`config.mk`:
```
export PLATFORM = sky130hd
export DESIGN_NAME = pipelined_cla_adder
export DESIGN_NICKNAME = d
export VERILOG_FILES = /design/src/rtl/cla_pkg.sv /design/src/rtl/cla_group_generate.sv /design/src/rtl/pipelined_cla_adder.sv
export SDC_FILE = /design/constraint.sdc
export NUM_CORES = 1
export LEC_CHECK = 0
export BUFFER_PORTS_ARGS = -buffer_cell sky130_fd_sc_hd__buf_2
export CORE_MARGIN = 2
export CORE_UTILIZATION = 40
export CTS_BUF_LIST = sky130_fd_sc_hd__clkbuf_4
export DETAILED_ROUTE_END_ITERATION = 10
export MAX_ROUTING_LAYER = met4
export PLACE_DENSITY = 0.61
export SETUP_SLACK_MARGIN = 0.02
export SLEW_MARGIN = 30
export SYNTH_ARGS = -nofsm -noshare
export SYNTH_HDL_FRONTEND = slang
export SYNTH_SLANG_ARGS = --single-unit
```
`constraint.sdc`:
```
create_clock -name clk -period 8.3 [get_ports clk]
set_input_delay 1.66 -clock clk [delete_from_list [all_inputs] [get_ports clk]]
set_output_delay 1.66 -clock clk [all_outputs]
set_load 0.1 [all_outputs]
```
`src/rtl/cla_pkg.sv`:
```
// ============================================================================
// cla_pkg : shared constants and helpers for the pipelined CLA adder
// Rev 1.0 : initial release
// ============================================================================
`default_nettype none

package cla_pkg;

  localparam int CLA_WIDTH = 32;
  localparam int CLA_BLOCK = 4;

  function automatic int num_groups(input int width, input int block);
    return width / block;
  endfunction

  function automatic bit cla_params_legal(input int width, input int block);
    return (block >= 2) && (block <= 8) && (width > 0) && ((width % block) == 0);
  endfunction

endpackage

`default_nettype wire

```
`src/rtl/cla_group_generate.sv`:
```
// ============================================================================
// cla_group_generate : BLOCK-bit lookahead group (internal carries, GP, GG)
// Rev 1.0 : initial release
// ============================================================================
`default_nettype none

module cla_group_generate import cla_pkg::*; #(
  parameter int BLOCK = CLA_BLOCK
) (
  input  logic [BLOCK-1:0] p_i,
  input  logic [BLOCK-1:0] g_i,
  input  logic             cin_i,
  output logic [BLOCK-1:0] c_o,
  output logic             gp_o,
  output logic             gg_o
);

  logic w_carry;
  logic w_term;

  // Each carry is a flat sum of products: c[j] = OR_m g[m]&p[m+1..j-1] | cin&p[0..j-1]
  always_comb begin
    c_o     = '0;
    gg_o    = 1'b0;
    w_carry = 1'b0;
    w_term  = 1'b0;
    for (int j = 0; j < BLOCK; j++) begin
      w_term = cin_i;
      for (int k = 0; k < j; k++) w_term = w_term & p_i[k];
      w_carry = w_term;
      for (int m = 0; m < j; m++) begin
        w_term = g_i[m];
        for (int k = m + 1; k < j; k++) w_term = w_term & p_i[k];
        w_carry = w_carry | w_term;
      end
      c_o[j] = w_carry;
    end
    for (int m = 0; m < BLOCK; m++) begin
      w_term = g_i[m];
      for (int k = m + 1; k < BLOCK; k++) w_term = w_term & p_i[k];
      gg_o = gg_o | w_term;
    end
  end

  assign gp_o = &p_i;

endmodule

`default_nettype wire

```
`src/rtl/pipelined_cla_adder.sv`:
```
// ============================================================================
// pipelined_cla_adder : two-stage carry-lookahead add/sub with valid/ready
// Rev 1.0 : initial release
// ============================================================================
`default_nettype none

module pipelined_cla_adder import cla_pkg::*; #(
  parameter int WIDTH = CLA_WIDTH,
  parameter int BLOCK = CLA_BLOCK
) (
  input  logic             clk,
  input  logic             rst,
  input  logic             in_valid,
  output logic             in_ready,
  input  logic [WIDTH-1:0] a,
  input  logic [WIDTH-1:0] b,
  input  logic             ci,
  input  logic             sub,
  output logic             out_valid,
  input  logic             out_ready,
  output logic [WIDTH-1:0] sum,
  output logic             cout,
  output logic             ovf
);

  localparam int NG = num_groups(WIDTH, BLOCK);

  if (!cla_params_legal(WIDTH, BLOCK)) begin : g_param_check
    $error("pipelined_cla_adder: WIDTH must be a positive multiple of BLOCK, BLOCK in 2..8");
  end

  logic [WIDTH-1:0] w_b_eff, w_p, w_g, w_s1_c_unused, w_c, w_sum;
  logic [NG-1:0]    w_gp, w_gg, w_s2_gp_unused, w_s2_gg_unused;
  logic [NG:0]      w_gc;
  logic             w_c0, w_cout, w_ovf, w_adv1, w_adv2;
  logic             w_gc_carry, w_gc_term;

  logic [WIDTH-1:0] s1_p_q, s1_g_q;
  logic [NG-1:0]    s1_gp_q, s1_gg_q;
  logic             s1_c0_q, s1_a_msb_q, s1_b_msb_q;
  logic             s1_valid_q, s1_valid_d, s2_valid_q, s2_valid_d;
  logic [WIDTH-1:0] sum_q, sum_d;
  logic             cout_q, cout_d, ovf_q, ovf_d;

  assign w_b_eff = sub ? ~b : b;
  assign w_c0    = sub | ci;
  assign w_p     = a ^ w_b_eff;
  assign w_g     = a & w_b_eff;

  for (genvar k = 0; k < NG; k++) begin : g_s1_group
    cla_group_generate #(.BLOCK(BLOCK)) u_grp (
      .p_i   (w_p[k*BLOCK +: BLOCK]),
      .g_i   (w_g[k*BLOCK +: BLOCK]),
      .cin_i (1'b0),
      .c_o   (w_s1_c_unused[k*BLOCK +: BLOCK]),
      .gp_o  (w_gp[k]),
      .gg_o  (w_gg[k])
    );
  end

  // Inter-group carries, flattened the same way as inside a group
  always_comb begin
    w_gc       = '0;
    w_gc_carry = 1'b0;
    w_gc_term  = 1'b0;
    for (int k = 0; k <= NG; k++) begin
      w_gc_term = s1_c0_q;
      for (int j = 0; j < k; j++) w_gc_term = w_gc_term & s1_gp_q[j];
      w_gc_carry = w_gc_term;
      for (int m = 0; m < k; m++) begin
        w_gc_term = s1_gg_q[m];
        for (int j = m + 1; j < k; j++) w_gc_term = w_gc_term & s1_gp_q[j];
        w_gc_carry = w_gc_carry | w_gc_term;
      end
      w_gc[k] = w_gc_carry;
    end
  end

  for (genvar k = 0; k < NG; k++) begin : g_s2_group
    cla_group_generate #(.BLOCK(BLOCK)) u_grp (
      .p_i   (s1_p_q[k*BLOCK +: BLOCK]),
      .g_i   (s1_g_q[k*BLOCK +: BLOCK]),
      .cin_i (w_gc[k]),
      .c_o   (w_c[k*BLOCK +: BLOCK]),
      .gp_o  (w_s2_gp_unused[k]),
      .gg_o  (w_s2_gg_unused[k])
    );
  end

  assign w_sum  = s1_p_q ^ w_c;
  assign w_cout = w_gc[NG];
  // Same-sign operands with a differently-signed result: equals carry-in(MSB) ^ carry-out
  assign w_ovf  = (s1_a_msb_q == s1_b_msb_q) & (w_sum[WIDTH-1] != s1_a_msb_q);

  assign w_adv2   = !s2_valid_q | out_ready;
  assign w_adv1   = !s1_valid_q | w_adv2;
  assign in_ready = w_adv1;

  always_comb begin
    s1_valid_d = s1_valid_q;
    s2_valid_d = s2_valid_q;
    sum_d      = sum_q;
    cout_d     = cout_q;
    ovf_d      = ovf_q;
    if (w_adv1) s1_valid_d = in_valid;
    if (w_adv2) begin
      s2_valid_d = s1_valid_q;
      if (s1_valid_q) begin
        sum_d  = w_sum;
        cout_d = w_cout;
        ovf_d  = w_ovf;
      end
    end
  end

  always_ff @(posedge clk) begin
    if (rst) begin
      s1_valid_q <= 1'b0;
      s2_valid_q <= 1'b0;
      sum_q      <= '0;
      cout_q     <= 1'b0;
      ovf_q      <= 1'b0;
    end else begin
      s1_valid_q <= s1_valid_d;
      s2_valid_q <= s2_valid_d;
      sum_q      <= sum_d;
      cout_q     <= cout_d;
      ovf_q      <= ovf_d;
    end
  end

  always_ff @(posedge clk) begin
    if (w_adv1) begin
      s1_p_q     <= w_p;
      s1_g_q     <= w_g;
      s1_gp_q    <= w_gp;
      s1_gg_q    <= w_gg;
      s1_c0_q    <= w_c0;
      s1_a_msb_q <= a[WIDTH-1];
      s1_b_msb_q <= w_b_eff[WIDTH-1];
    end
  end

  assign out_valid = s2_valid_q;
  assign sum       = sum_q;
  assign cout      = cout_q;
  assign ovf       = ovf_q;

endmodule

`default_nettype wire
```
Word-level counts from Yosys, hierarchy flattened
Cells that the tools add are included.
{"block": "word_totals", "regBits": 118, "output_inout_bits": 36, "word_cells": 274}
{"block": "op_classes", "n_eq_ne": 2, "muxes": 1, "n_bitwise": 248, "reduce_logical": 11}
{"op": "$and A1 B1 Y1", "n": 133}
{"op": "$or A1 B1 Y1", "n": 111}
{"op": "$xor A32 B32 Y32", "n": 2}
{"op": "$and A32 B32 Y32", "n": 1}
{"op": "$mux W32", "n": 1}
{"op": "$not A32 Y32", "n": 1}
{"op": "$reduce_and A4 Y1", "n": 8}
{"op": "$logic_not A1 Y1", "n": 2}
{"op": "$reduce_and A2 Y1", "n": 1}
{"op": "$eq A1 B1 Y1", "n": 1}
{"op": "$ne A1 B1 Y1", "n": 1}

Logic depth before layout (Yosys ltp)
{"block": "logic_depth", "depth_word": 23, "depth_mapped": 10, "depth_no_buf": 10}

Cells and area by module
A second synthesis with hierarchy kept.
{"block": "unflattened", "hier_cells": 549, "hier_area_um2": 6145.9}
{"module": "pipelined_cla_adder", "n_inst": 1, "cells_per_inst": 325, "area_each_um2": 4944.7, "seq_area_each_um2": 3213.1}
{"module": "cla_group_generate", "n_inst": 16, "cells_per_inst": 14, "area_each_um2": 75.1, "seq_area_each_um2": 0.0}

Least setup slack after synthesis
No wires, ideal clock.
{"block": "synth_path", "kind": "input port to output port", "startpoint": "input port out_ready", "endpoint": "output port in_ready", "t_arrival_ns": 3.912, "setup_slack_ns": 2.728, "stages": 2, "path_buffers": 0, "path_cell_list": "nor2b_2 -> nand2_1"}
{"block": "synth_via", "elab_chain_len": 2}
{"element": "from (decl)", "line_no": "pipelined_cla_adder.sv:20", "rtl": "input logic out_ready,"}
{"element": "$or A1 B1 Y1", "line_no": "pipelined_cla_adder.sv:95", "rtl": "assign w_adv2 = !s2_valid_q | out_ready;"}
{"element": "$or A1 B1 Y1", "line_no": "pipelined_cla_adder.sv:96", "rtl": "assign w_adv1 = !s1_valid_q | w_adv2;"}
{"element": "to (decl)", "line_no": "pipelined_cla_adder.sv:14", "rtl": "output logic in_ready,"}
Every way passes these cells.

Final worst setup path
Same ends and word-level chain as after synthesis.

==> run summary <==
Worst Tran Pin Value - 736 ps
Ports - 106
Clk_skew - 15.7 ps
CP max stage delay - 450 ps
Clk root buf - clkbuf_4
Final ANT Viol Nets - 0
Worst Setup Start Kind - input port
Power share of the clock group - 20.4%
DRC Markers - 0
Die area - 13400 µm²
CP delay by family, top - simple AND/OR/NAND/NOR gates
Total negative slack - 0 ps
NetSw - 409 µW
Die extent in y - 116 µm
CTS tree - yes
Switching share of total power - 32.6%
Crit path max-delay cell type - buf_2
Mapped Cells - 415
Iteration-0 DRC Markers - 143
Maxcap violations - 0
Postcts setup bufs - 0
Post-CTS Hold Buffers - 0
Vias in the first global route - 3137
Max-Slew Margin vs Limit - 51.0%
WL final - 9730 µm
Final worst-path cycle share - 56.5%
Sequential area share after synthesis - 59.3%
Seq pwr share - 55.0%
Clock Tree Buf Depth - 2
Outcome - finished, final reports clean
Post-synthesis net count - 525
Max Transition Viols Final - 0
Logic pwr share - 24.6%
Layout cell share with drive strength beyond 1 - 24.8%
Top cell type's share of synthesized area - 44.9%
Yosys top cell by area - edfxtp_1
Vias per cell - 4.86
Unrepaired setup endpoints after global routing - false
Via count - 3355
Min Clock Period, post-route - 4690 ps
Post-synthesis register bit count - 111
CP max FO - 76
Syn Std Cell Area - 5010 µm²
Reg clk slew, reported paths - 150 ps
I/O Buffers - 105
Maximum VDD drop - 65.5 µV
Core area - 12100 µm²
Most area-consuming cells after synthesis - edfxtp_1 (45%), dfxtp_1 (14%), ha_1 (10%)
Number of synthesized flops with an enable pin - 75
GR Overflow Total - 0
TritonCTS Sinks - 111
Power Internal - 848 µW
Primary FF master, synth - edfxtp_1
Max Clock Freq - 213 MHz
Netlist cell types - 31
CTS Buf Count - 9
Most frequent cell after synthesis - edfxtp_1
Top post-synthesis cells by count - edfxtp_1 (75), a21oi_1 (43), ha_1 (40)
Worst Path Buf+Inv - 2
Hold crit path type - reg -> reg
Fillers - 1153
Critical path data arrival time - 3030 ps
Tot GR Track Use - 15.5%
WS Path Type - in -> out
Post_cts resized - 0
Pwr/cell area - 215 nW/µm²
Critical Path RT - 6640 ps
Mapped Avg Cell Area - 12.1 µm²
CP Capture Type - output port
Hold Fails Final Rpt - 0
Worst path most repeated cell - buf_2
Starting density of the core - 41.4%
Area Growth Syn to Fin - 16.5%
Total number of yosys warnings - 0
Hpwl dp - 6880 µm
First-pass GRT wire length - 15300 µm
H-tree depth - 3
R2r setup slk - 5750 ps
GPL Wtd Cong - 0.784
Final setup fails - 0
Width of the die - 116 µm
Largest net degree at the start of global routing - 77
Final Util - 48.2%
Std-Cell Rows - 40
Synth async-reset ratio - 0%
Final #Nets - 626
Avg WL per Cell - 14.1 µm
Crit-path cells - buf_2 > nor2b_2 > nand2_8 > buf_2
Leak Pwr - 0.00249 µW
DR pass1 iterations - 4
Initial antenna violation count - 1
Clk_lat worst skew - 460 ps
## registers in the layout, indices dropped and copies added, names as in the netlist
signal,flops
s1_valid_q,1
s1_p_q,32
ovf,1
s1_c0_q,1
out_valid,1
sum,32
s1_gp_q,8
s1_b_msb_q,1
s1_g_q,24
s1_gg_q,8
cout,1
s1_a_msb_q,1
## layout make-up
type | instances | area (µm²) | area share [%]
Clock inverter | 7 | 63.8 | 1.09
Tap cell | 168 | 210 | 3.60
Clock buffer | 9 | 67.6 | 1.16
Multi-Input combinational cell | 289 | 1990 | 34.1
Antenna cell | 1 | 2.50 | 0.0429
Timing Repair Buffer | 105 | 528 | 9.05
Sequential cell | 111 | 2970 | 50.9
## stage by stage
step	std cells	setup WS (ps)	hold slack (ps)	cell area (µm²)	total power [µW]
2_1_floorplan	415	2730	496	5010	938
3_3_place_gp	673	3530	436	5680	1010
3_5_place_dp	673	3440	441	5690	1010
4_1_cts	689	3440	460	5820	1270
5_1_grt	690	3560	475	5840	1330
6_report	690	3610	457	5840	1260
## final timing paths
path | cells past startpoint | to | start
min | 2 | sum[7] | sum[7]
max reg2reg | 10 | sum[23] | s1_gg_q[1]
min reg2reg | 2 | sum[7] | sum[7]
max | 4 | in_ready | out_ready
## cell families (layout without fill, tap and decap cells)
family / Yosys count / in the layout / synth area share [%]
AND/OR/NAND/NOR: 129 / 129 / 13.1
flip-flops: 111 / 111 / 59.3
AO/OA/AOI/OAI: 87 / 87 / 10.3
adder cells (fa/ha/maj): 40 / 40 / 9.99
XOR/XNOR: 33 / 33 / 5.77
buffers and inverters: 15 / 121 / 1.55
other: 0 / 1 / 0
## cell usage in the layout (no fill, tap or decap), drive strengths merged, types with 2 or more instances in the layout
master    n
and4      8
nand3     8
or3       9
a21oi    43
edfxtp   75
nor3     30
ha       40
nor2b    10
a211oi    2
clkbuf    9
buf     105
o21a     15
clkinv    5
a21o      4
o21ai    18
nand2b    9
nor2     20
xor2     33
dfxtp    36
nand2    31
o211ai    2
## power by group through the flow
stage,logic (µW),clock network [µW],registers [µW]
2_1_floorplan,133,0,804
3_3_place_gp,307,0,702
3_5_place_dp,310,0,705
4_1_cts,311,267,692
5_1_grt,339,291,700
6_report,309,256,692
## routing by layer
metal | vias to the layer above | share of wire, % | global-route usage (%)
met3 | 8 | 3.8 | 3.24
met5 | - | 0 | -
li1 | 1731 | - | -
met2 | 64 | 50 | 25.5
met1 | 1552 | 45 | 19.1
met4 | 0 | 1.3 | 5.00
## worst reg2reg max path, cell delays in order (launching register included)
cell	delay (ps)
edfxtp_1	460
o21ai_0	310
o21bai_1	160
a21o_2	250
a21o_1	190
ha_1	200
o21a_1	220
o21a_1	200
or3_1	300
nand3_1	90
a21oi_1	70
(Power assumes the default switching activity.)
